**config.mk**
```make
export PLATFORM = sky130hd
export DESIGN_NAME = imem_sequencer
export DESIGN_NICKNAME = d
export VERILOG_FILES = /design/src/rtl/imem_sequencer.sv
export SDC_FILE = /design/constraint.sdc
export NUM_CORES = 1
export LEC_CHECK = 0
export ABC_CLOCK_PERIOD_IN_PS = 3800
export CAP_MARGIN = 40
export CORE_MARGIN = 4
export CORE_UTILIZATION = 40
export DETAILED_ROUTE_END_ITERATION = 6
export PLACE_DENSITY = 0.95
export SYNTH_ARGS = -nofsm -noshare
export SYNTH_HDL_FRONTEND = slang
export SYNTH_SLANG_ARGS = --single-unit
```
**constraint.sdc**
```tcl
create_clock -name clk -period 3.8 [get_ports clk]
set_input_delay 0.76 -clock clk [delete_from_list [all_inputs] [get_ports clk]]
set_output_delay 0.76 -clock clk [all_outputs]
set_load 0.005 [all_outputs]
```
**src/rtl/imem_sequencer.sv**
```systemverilog
// Time-shares the single instruction-memory port between the program loader
// (valid/ready word stream) and the CPU fetch path (pc with branch and halt).
module imem_sequencer #(
    parameter int ADDR_W  = 3,
    parameter int INSTR_W = 12
) (
    input  logic               clk,
    input  logic               reset,
    input  logic               prog_valid,
    input  logic [INSTR_W-1:0] prog_data,
    input  logic               prog_last,
    output logic               prog_ready,
    input  logic               run,
    input  logic               halt,
    input  logic               branch_taken,
    input  logic [ADDR_W-1:0]  branch_target,
    output logic [ADDR_W-1:0]  imem_index,
    output logic [INSTR_W-1:0] imem_wdata,
    output logic               imem_load,
    input  logic [INSTR_W-1:0] imem_rdata,
    output logic [INSTR_W-1:0] instr,
    output logic [ADDR_W-1:0]  instr_pc,
    output logic               instr_valid,
    output logic [ADDR_W:0]    prog_count,
    output logic               busy
);

    localparam logic [1:0] ST_IDLE = 2'd0;
    localparam logic [1:0] ST_LOAD = 2'd1;
    localparam logic [1:0] ST_RUN  = 2'd2;

    localparam int                DEPTH     = 2 ** ADDR_W;
    localparam logic [ADDR_W-1:0] LAST_ADDR = ADDR_W'(DEPTH - 1);
    localparam logic [ADDR_W-1:0] ADDR_ONE  = ADDR_W'(1);
    localparam logic [ADDR_W:0]   COUNT_ONE = (ADDR_W + 1)'(1);

    logic [1:0]         state_q, state_d;
    logic [ADDR_W-1:0]  pc_q, pc_d;
    logic [ADDR_W-1:0]  load_addr_q, load_addr_d;
    logic [INSTR_W-1:0] instr_q, instr_d;
    logic [ADDR_W-1:0]  instr_pc_q, instr_pc_d;
    logic               instr_valid_q, instr_valid_d;
    logic [ADDR_W:0]    prog_count_q, prog_count_d;
    logic               transfer_s;

    // Memory port sharing: loader owns the port outside RUN
    always_comb begin
        prog_ready = (state_q != ST_RUN);
        transfer_s = prog_valid & prog_ready;
        imem_load  = transfer_s & ~reset;
        imem_wdata = prog_data;
        if (state_q == ST_RUN) begin
            imem_index = pc_q;
        end else begin
            imem_index = load_addr_q;
        end
        busy = (state_q != ST_IDLE);
    end

    // Next-state logic for load sequencing and fetch
    always_comb begin
        state_d       = state_q;
        pc_d          = pc_q;
        load_addr_d   = load_addr_q;
        instr_d       = instr_q;
        instr_pc_d    = instr_pc_q;
        instr_valid_d = 1'b0;
        prog_count_d  = prog_count_q;
        case (state_q)
            ST_IDLE: begin
                if (transfer_s) begin
                    if (prog_last) begin
                        prog_count_d = {1'b0, load_addr_q} + COUNT_ONE;
                        load_addr_d  = '0;
                    end else begin
                        load_addr_d  = load_addr_q + ADDR_ONE;
                        state_d      = ST_LOAD;
                    end
                end else if (run) begin
                    pc_d    = '0;
                    state_d = ST_RUN;
                end else begin
                    state_d = ST_IDLE;
                end
            end
            ST_LOAD: begin
                // The top address always closes the load so nothing wraps onto word 0
                if (transfer_s) begin
                    if (prog_last || (load_addr_q == LAST_ADDR)) begin
                        prog_count_d = {1'b0, load_addr_q} + COUNT_ONE;
                        load_addr_d  = '0;
                        state_d      = ST_IDLE;
                    end else begin
                        load_addr_d  = load_addr_q + ADDR_ONE;
                    end
                end else begin
                    state_d = ST_LOAD;
                end
            end
            ST_RUN: begin
                instr_d       = imem_rdata;
                instr_pc_d    = pc_q;
                instr_valid_d = 1'b1;
                if (halt) begin
                    state_d = ST_IDLE;
                end else if (branch_taken) begin
                    pc_d = branch_target;
                end else begin
                    pc_d = pc_q + ADDR_ONE;
                end
            end
            default: begin
                state_d = ST_IDLE;
            end
        endcase
    end

    // State registers with synchronous reset
    always_ff @(posedge clk) begin
        if (reset) begin
            state_q       <= ST_IDLE;
            pc_q          <= '0;
            load_addr_q   <= '0;
            instr_q       <= '0;
            instr_pc_q    <= '0;
            instr_valid_q <= 1'b0;
            // An aborted load keeps the count of the last completed program
            if (state_q != ST_LOAD) begin
                prog_count_q <= '0;
            end
        end else begin
            state_q       <= state_d;
            pc_q          <= pc_d;
            load_addr_q   <= load_addr_d;
            instr_q       <= instr_d;
            instr_pc_q    <= instr_pc_d;
            instr_valid_q <= instr_valid_d;
            prog_count_q  <= prog_count_d;
        end
    end

    assign instr       = instr_q;
    assign instr_pc    = instr_pc_q;
    assign instr_valid = instr_valid_q;
    assign prog_count  = prog_count_q;

endmodule

```
==> flow_summary.ini <==
[timing]
rsz0062_at_grt = no
fin_skew_ns = 0.00390
max_freq_ghz = 0.325
layout_min_cycle_time_ns = 3.08
final-hold-violation-count = 0
worst_slew_pin_slew_ns = 0.663
slew_headroom = 0.558
setup_viol = 0
fin_crit_sh = 0.809
slew_violations = 0
final.setup.tns_ns = 0

[placed_design]
routabilityCongestion = 0.818
port_buffers = 47
hpwl_mm = 2.04

[clock_network]
cts_resized = 0
post-cts-setup-buffer-count = 0
cts_max_level = 1
clk_pin_slew_ns = 0.15
clock_sinks = 28
hold_buffers = 0
cts_tree = yes
root_buffer = clkbuf_4
insertion_delay_ns = 0.33
cts_buffers = 3
clock_path_buffers = 2

[power]
vdd_ir_drop_max_uv = 187
p_leak_uw = 0.000650
powerDensity_nw_per_um2 = 336

[floorplanning]
die_w_um = 64.0
pin_count = 72
design.core.area_um2 = 3030
dieArea_um2 = 4090
die_h_um = 64.0
start_util = 0.414
rows = 20

[status]
status = finished clean

[worst_setup_path]
path_class = flop to output pin
worstSetupStartpointType = flop
max_stage_delay_ns = 0.51
r2r_end = pc_q[2]$_SDFFE_PP0P_
crit_arrival_ns = 2.32
r2r_start = state_q[1]$_SDFFE_PP0P_
worstRegToRegCells = 5
crit_slowest_cell = inv_1
cpLargestDelayFamily = buffers and inverters
ff2ff_setup_slack_ns = 2.11
crit_cells = 5
crit_start = state_q[1]$_SDFFE_PP0P_
required_ns = 3.04
cp-end-kind = output pin
path_cells = nor2b_1, buf_4, inv_1, and3_1, clkdlybuf4s50_1
crit_path_max_fanout = 23
path_buf_inv = 3

[yosys]
synth_common_cells = 41 x nand2_1, 24 x dfxtp_1, 22 x a21oi_1
syn_area_per_cell_um2 = 8.47
syn_area_um2 = 1250
seq_area_frac_synth = 0.479
synth_nets = 185
yosysMostFrequentCell = nand2_1
synth_seq_cells = 28
synthArstFlopShare = 0
synthDistinctLibCells = 30
synth_area_leaders = dfxtp_1 38%, nand2_1 12%, edfxtp_1 9.6%
synthFlopType = dfxtp_1
synth_edf_count = 4
synth_cells = 148
ys_warn_count = 0
netlist.top_cell.by_area = dfxtp_1
synth_top_area_frac = 0.383

[job]
drv_cap = 0

[route]
wl_per_cell_um = 12.1
routed_via_density = 4.79
ant_nets = 0
drt-total-wl_mm = 2.74
drtPass1Iterations = 4
drc_errors = 0
via_count = 1083
drt_iter0_drc = 44

[min_path]
min-delay-start = instr[3]$_SDFFE_PP0P_
hold_depth = 2
whs_endpoint = instr[3]$_SDFFE_PP0P_
hold_class = flop to flop

[cells_and_area]
num-nets-final = 220
postLayoutCoreUtil = 0.569
multi_input_area_um2 = 522
fillers = 288
register_area_um2 = 601
antenna_cells = 0
layout-drive-gt1-share = 0.0604
area_growth_pct = 37.3

[grt]
grt_pass1_vias = 1072
antenna_found_initial = 0
grt_max_degree = 28
grt_overflow = 0
grt_pass1_wl_mm = 4.60
track_usage = 0.140
==> cells by family after synthesis <==
group           synth area share
compound gates             0.134
flops                      0.479
fa+ha+maj                 0.0299
buf+inv                    0.105
mux                       0.0160
simple gates               0.237
==> layer usage <==
metal | vias to the layer above | track usage | wire [um]
met5 | - | 0 | 0
met4 | 0 | 0.0404 | 19
met3 | 2 | 0.0316 | 198
li1 | 549 | - | -
met1 | 499 | 0.168 | 1190
met2 | 33 | 0.249 | 1330
==> tightest hold or removal path: stages (launching register included) <==
cell	delay, ns
dfxtp_1	0.34
nand2_1	0.05
a21oi_1	0.05
==> flip-flops by register name, indices dropped and copies added (netlist names) <==
| signal | count |
|---|---|
| prog_count | 4 |
| load_addr_q | 3 |
| state_q | 2 |
| instr | 12 |
| instr_pc | 3 |
| instr_valid | 1 |
| pc_q | 3 |
==> worst max path at each step <==
| stage | to | slack (ns) |
|---|---|---|
| CTS | imem_load | 0.71 |
| detailed placement | imem_load | 1.04 |
| global placement | imem_load | 1.06 |
| floorplan | imem_load | 1.73 |
| global route | imem_load | 0.56 |
| finish | imem_load | 0.72 |
==> stage by stage <==
step                      setup slack (ns)  std cells  hold slack, ns  power, uW  instance area [um2]
after CTS                            0.708        226           0.468        584                 1720
after global routing                 0.560        226           0.498        604                 1720
after detailed placement              1.04        222           0.448        415                 1670
after global placement                1.06        222           0.443        413                 1670
final                                0.724        226           0.466        579                 1720
after floorplan                       1.73        148           0.453        372                 1250
==> cells in the final DEF (no fill, tap or decap), drive strengths merged, types with 2 or more instances in the layout <==
cell,n
a21oi,23
buf,2
clkbuf,4
clkdlybuf4s50,47
dfxtp,24
edfxtp,4
ha,3
inv,3
mux2i,2
nand2,41
nand2b,3
nand3,4
nor2,4
nor2b,3
==> where the power goes <==
group | switching (uW) | internal, uW | total [uW]
registers | 7.62 | 313 | 320
clock network | 89.0 | 80.5 | 170
logic | 35.4 | 53.4 | 88.7
total | 132 | 447 | 579
==> layout make-up <==
class / count / area share
sequential: 28 / 0.349
multi-input combinational: 98 / 0.303
timing repair buffer: 49 / 0.282
tap: 44 / 0.0320
clock buffer: 4 / 0.0276
inverter: 3 / 0.00654
Note: power is estimated with default switching activity, not from simulation.
